## src/rtl/piso_tx.sv

```systemverilog
// piso_tx: framed parallel-in serial-out transmitter (start, data, optional even parity, stop)
module piso_tx #(
    parameter int WIDTH     = 8,
    parameter bit PARITY_EN = 1'b1,
    parameter bit MSB_FIRST = 1'b1
) (
    input  logic             clk,
    input  logic             rst,
    input  logic [WIDTH-1:0] din,
    input  logic             load,
    output logic             ready,
    output logic             sout,
    output logic             busy,
    output logic             done
);
    localparam int CW = (WIDTH > 1) ? $clog2(WIDTH) : 1;
    localparam logic [2:0] S_IDLE   = 3'd0;
    localparam logic [2:0] S_START  = 3'd1;
    localparam logic [2:0] S_DATA   = 3'd2;
    localparam logic [2:0] S_PARITY = 3'd3;
    localparam logic [2:0] S_STOP   = 3'd4;

    logic [2:0]       st_q, st_d;
    logic [CW-1:0]    cnt_q, cnt_d;
    logic [WIDTH-1:0] sh_q, sh_d, ord;
    logic             par_q, par_d;
    logic             sout_q, sout_d, ready_q, ready_d, busy_q, busy_d, done_q, done_d;
    logic             accept;

    assign accept = load && ready_q;

    always_comb begin
        st_d  = st_q;
        cnt_d = cnt_q;
        sh_d  = sh_q;
        par_d = par_q;
        case (st_q)
            S_IDLE, S_STOP: begin
                st_d = accept ? S_START : S_IDLE;
                sh_d = accept ? din : sh_q;
                par_d = accept ? ^din : par_q;
            end
            S_START: begin
                st_d  = S_DATA;
                cnt_d = '0;
            end
            S_DATA: begin
                st_d  = (cnt_q == CW'(WIDTH - 1)) ? (PARITY_EN ? S_PARITY : S_STOP) : S_DATA;
                cnt_d = (cnt_q == CW'(WIDTH - 1)) ? cnt_q : cnt_q + 1'b1;
            end
            S_PARITY: st_d = S_STOP;
            default:  st_d = S_IDLE;
        endcase
    end

    // Bit order is resolved once so DATA always indexes by the counter directly.
    for (genvar i = 0; i < WIDTH; i++) begin : g_ord
        assign ord[i] = MSB_FIRST ? sh_d[WIDTH-1-i] : sh_d[i];
    end

    // Outputs are registered from the next state so they line up with it.
    always_comb begin
        sout_d  = (st_d == S_START) ? 1'b1 :
                  (st_d == S_DATA) ? ord[cnt_d] :
                  (st_d == S_PARITY) ? par_d : 1'b0;
        ready_d = (st_d == S_IDLE) || (st_d == S_STOP);
        busy_d  = (st_d != S_IDLE);
        done_d  = (st_d == S_STOP);
    end

    always_ff @(posedge clk) begin
        if (rst) begin
            st_q    <= S_IDLE;
            cnt_q   <= '0;
            sh_q    <= '0;
            par_q   <= 1'b0;
            sout_q  <= 1'b0;
            ready_q <= 1'b1;
            busy_q  <= 1'b0;
            done_q  <= 1'b0;
        end else begin
            st_q    <= st_d;
            cnt_q   <= cnt_d;
            sh_q    <= sh_d;
            par_q   <= par_d;
            sout_q  <= sout_d;
            ready_q <= ready_d;
            busy_q  <= busy_d;
            done_q  <= done_d;
        end
    end

    assign sout  = sout_q;
    assign ready = ready_q;
    assign busy  = busy_q;
    assign done  = done_q;
endmodule

```

## config.mk

```make
export PLATFORM = sky130hd
export DESIGN_NAME = piso_tx
export DESIGN_NICKNAME = d
export VERILOG_FILES = /design/src/rtl/piso_tx.sv
export SDC_FILE = /design/constraint.sdc
export NUM_CORES = 1
export LEC_CHECK = 0
export BUFFER_PORTS_ARGS = -buffer_cell sky130_fd_sc_hd__buf_2
export CAP_MARGIN = 20
export CORE_MARGIN = 4
export CORE_UTILIZATION = 40
export DETAILED_ROUTE_END_ITERATION = 16
export HOLD_SLACK_MARGIN = 0.02
export PLACE_DENSITY_LB_ADDON = 0.1
export SETUP_SLACK_MARGIN = 0.2
export SLEW_MARGIN = 20
export SYNTH_ARGS = -nofsm -noshare
export SYNTH_HDL_FRONTEND = slang
export SYNTH_SLANG_ARGS = --single-unit
```

## constraint.sdc

```tcl
create_clock -name clk -period 2.45 [get_ports clk]
set_input_delay 0.245 -clock clk [delete_from_list [all_inputs] [get_ports clk]]
set_output_delay 0.245 -clock clk [all_outputs]
set_load 0.005 [all_outputs]
```

==> reports/results.txt <==
Die W -> 57.3 um
R2R Path End -> sout
CORE AREA -> 0.00225 mm^2
DRT iter0 DRCs -> 23
CTS tree -> yes
DRT Pass-1 Iters -> 4
layout cells sized above 1 -> 15.5%
mean post-synth cell area -> 8.16 um^2
final hold violations -> 0
row cnt -> 17
reg2reg start -> cnt_q[0]
hold path start -> din[1]
Worst Setup Start Kind -> register
via-per-instance ratio -> 5.22
Tcrit/Tclk final -> 83.5%
Num CTS Buffers -> 3
async set-or-reset flop fraction in the synthesized netlist -> 0%
fraction of the mapped netlist area in compound gates -> 21.4%
CP Class -> register to register
simple-gate share of the synthesized area -> 22.4%
max cap viols -> 0
CP endpoint kind -> register
hold endpoint -> sh_q[1]
antenna-violating nets left -> 0
Die Ht -> 57.3 um
DRC -> 0
clk_skew -> 2.05 ps
yosys warns -> 0
Area contributors post-synth -> dfxtp_1 (39%), xnor2_1 (8.1%), nand2_1 (7.3%)
GRT Total Usage -> 12.0%
NumNets Final -> 142
CTS root buffer -> clkbuf_4
setup TNS -> 0 ps
post-synthesis adder-cell area fraction -> 1.29%
Final Max Tran Viols -> 0
DR WL/cell -> 12.3 um
first-pass GRT wire length -> 3080 um
clock buffer depth -> 2
worst hold slack -> 190 ps
cells after synthesis -> 119
PD cells -> 655 mW/mm^2
setup violators final -> 0
WL final -> 1930 um
worst path arrival time -> 2280 ps
die area -> 0.00328 mm^2
Post-Syn Area -> 971 um^2
critical path peak fanout -> 6
Tmin final -> 2050 ps
# IOs -> 15
setup bufs post-CTS -> 0
DP Wirelength -> 1440 um
Slew headroom -> 68.4%
Tightest Pin Transition -> 473 ps
H-tree levels -> 1
reg2reg setup slack -> 400 ps
diode count -> 0
starting density of the core -> 43.1%
main combinational cell family by area after synthesis -> simple AND/OR/NAND/NOR gates
register area share after synthesis -> 39.2%
CTS Hold Bufs -> 0
Required @ worst endpoint -> 2680 ps
Synth Area in XOR/XNOR -> 8.12%
worst hold stages -> 3
PortBufs -> 14
outcome -> finished, final reports clean
maximum vdd drop -> 0.370 mV
total number of vias -> 819
clock latency on the worst-skew pair -> 300 ps
mux contribution to synthesized area -> 2.06%
Area growth, synth to finish -> 9.15%
GPL Wtd Cong -> 0.710
RSZ-0062 raised after global routing -> no
initial antenna violation count -> 0
Yosys reg bits -> 19
post-synth top area cell -> dfxtp_1
top_reg_cell synth -> dfxtp_1
vias in the first global route -> 705
post-CTS sizing -> 0
Leak -> 0.446 nW
Fmax -> 0.489 GHz
total grt overflow -> 0
R2R cell count -> 7
EDFF count, synth -> 0
clock sinks -> 19
Mapped Nets -> 131
Distinct cells, synth -> 31
Commonest cells post-synth -> dfxtp_1 (19), nand2_1 (19), a21oi_1 (14)
Reg clk slew, reported paths -> 100 ps
Hold Path Class -> input pin to register
post-synth top area share -> 39.2%
largest net degree at the start of global routing -> 18
[state kept, by name, indices dropped and copies added, names as in the netlist]
register	cells
cnt_q	3
sout	1
par_q	1
busy	1
st_q	3
ready	1
done	1
sh_q	8
[layer usage]
| layer | vias to the layer above | track usage (%) | share of wire (%) |
|---|---|---|---|
| met1 | 364 | 15.6 | 48 |
| li1 | 434 | - | - |
| met3 | 4 | 4.98 | 6.1 |
| met5 | - | 0 | 0 |
| met2 | 17 | 18.6 | 44 |
| met4 | 0 | 2.98 | 1.1 |
[layout by cell type (no fill, tap or decap), drive strengths merged, types with 2 or more instances in the layout]
cell	synthesis	layout
xnor2	9	9
a211o	3	3
and3	3	3
buf	3	15
or2	2	2
nand2b	2	2
a21oi	14	14
dfxtp	19	19
clkbuf	6	4
a21o	2	2
o21ai	2	2
nand2	19	19
nand3	2	2
o211ai	3	3
nor2b	5	5
mux2i	2	2
nor2	11	11
[worst max-delay path, cell delays in order, from the launching register on]
cell	delay (ps)
dfxtp_1	350
ha_1	280
a211o_1	330
o211a_1	120
or2_1	300
o2111a_1	260
a211o_1	270
o211ai_1	80
[stage by stage]
stage | utilization (%) | instance area, um^2 | power (W) | setup slack, ps | instances
after floorplan | - | 971 | 0.000504 | 504 | 119
after global placement | 45.8 | 1030 | 0.000543 | 474 | 153
after detailed placement | 45.8 | 1030 | 0.000546 | 426 | 153
after CTS | 47.0 | 1060 | 0.000706 | 399 | 157
after global routing | 47.0 | 1060 | 0.000743 | 251 | 157
final | 47.0 | 1060 | 0.000694 | 403 | 157
[report_power, final]
| group | switching (W) | internal (W) |
|---|---|---|
| Sequential | 0.0000226 | 0.000339 |
| Clock | 0.0000940 | 0.0000635 |
| Combinational | 0.0000965 | 0.0000789 |
[worst max path at each step]
stage | cells past startpoint | endpoint | slack, ps | startpoint
5_1_grt | 7 | sout | 250 | cnt_q[1]
3_5_place_dp | 7 | sout | 430 | cnt_q[0]
4_1_cts | 7 | sout | 400 | cnt_q[0]
6_report | 7 | sout | 400 | cnt_q[0]
3_3_place_gp | 7 | sout | 470 | cnt_q[0]
2_1_floorplan | 8 | sout | 500 | cnt_q[0]
[logic make-up (layout without fill, tap and decap cells)]
logic type / after synthesis / count (layout)
DFF: 19 / 19
muxes: 2 / 2
adders and majority gates: 1 / 1
xor gates and xnor gates: 9 / 9
AOI/OAI and AO/OA: 31 / 31
buffers and inverters: 10 / 20
and+or+nand+nor: 47 / 47
[final cells by class]
class	instances	area, um^2
multi-input combinational	90	537
tap	28	35.0
sequential	19	380
inverter	1	3.75
timing repair buffer	15	77.6
fill	254	1190
clock buffer	4	26.3
Note: power is estimated with default switching activity, not from simulation.
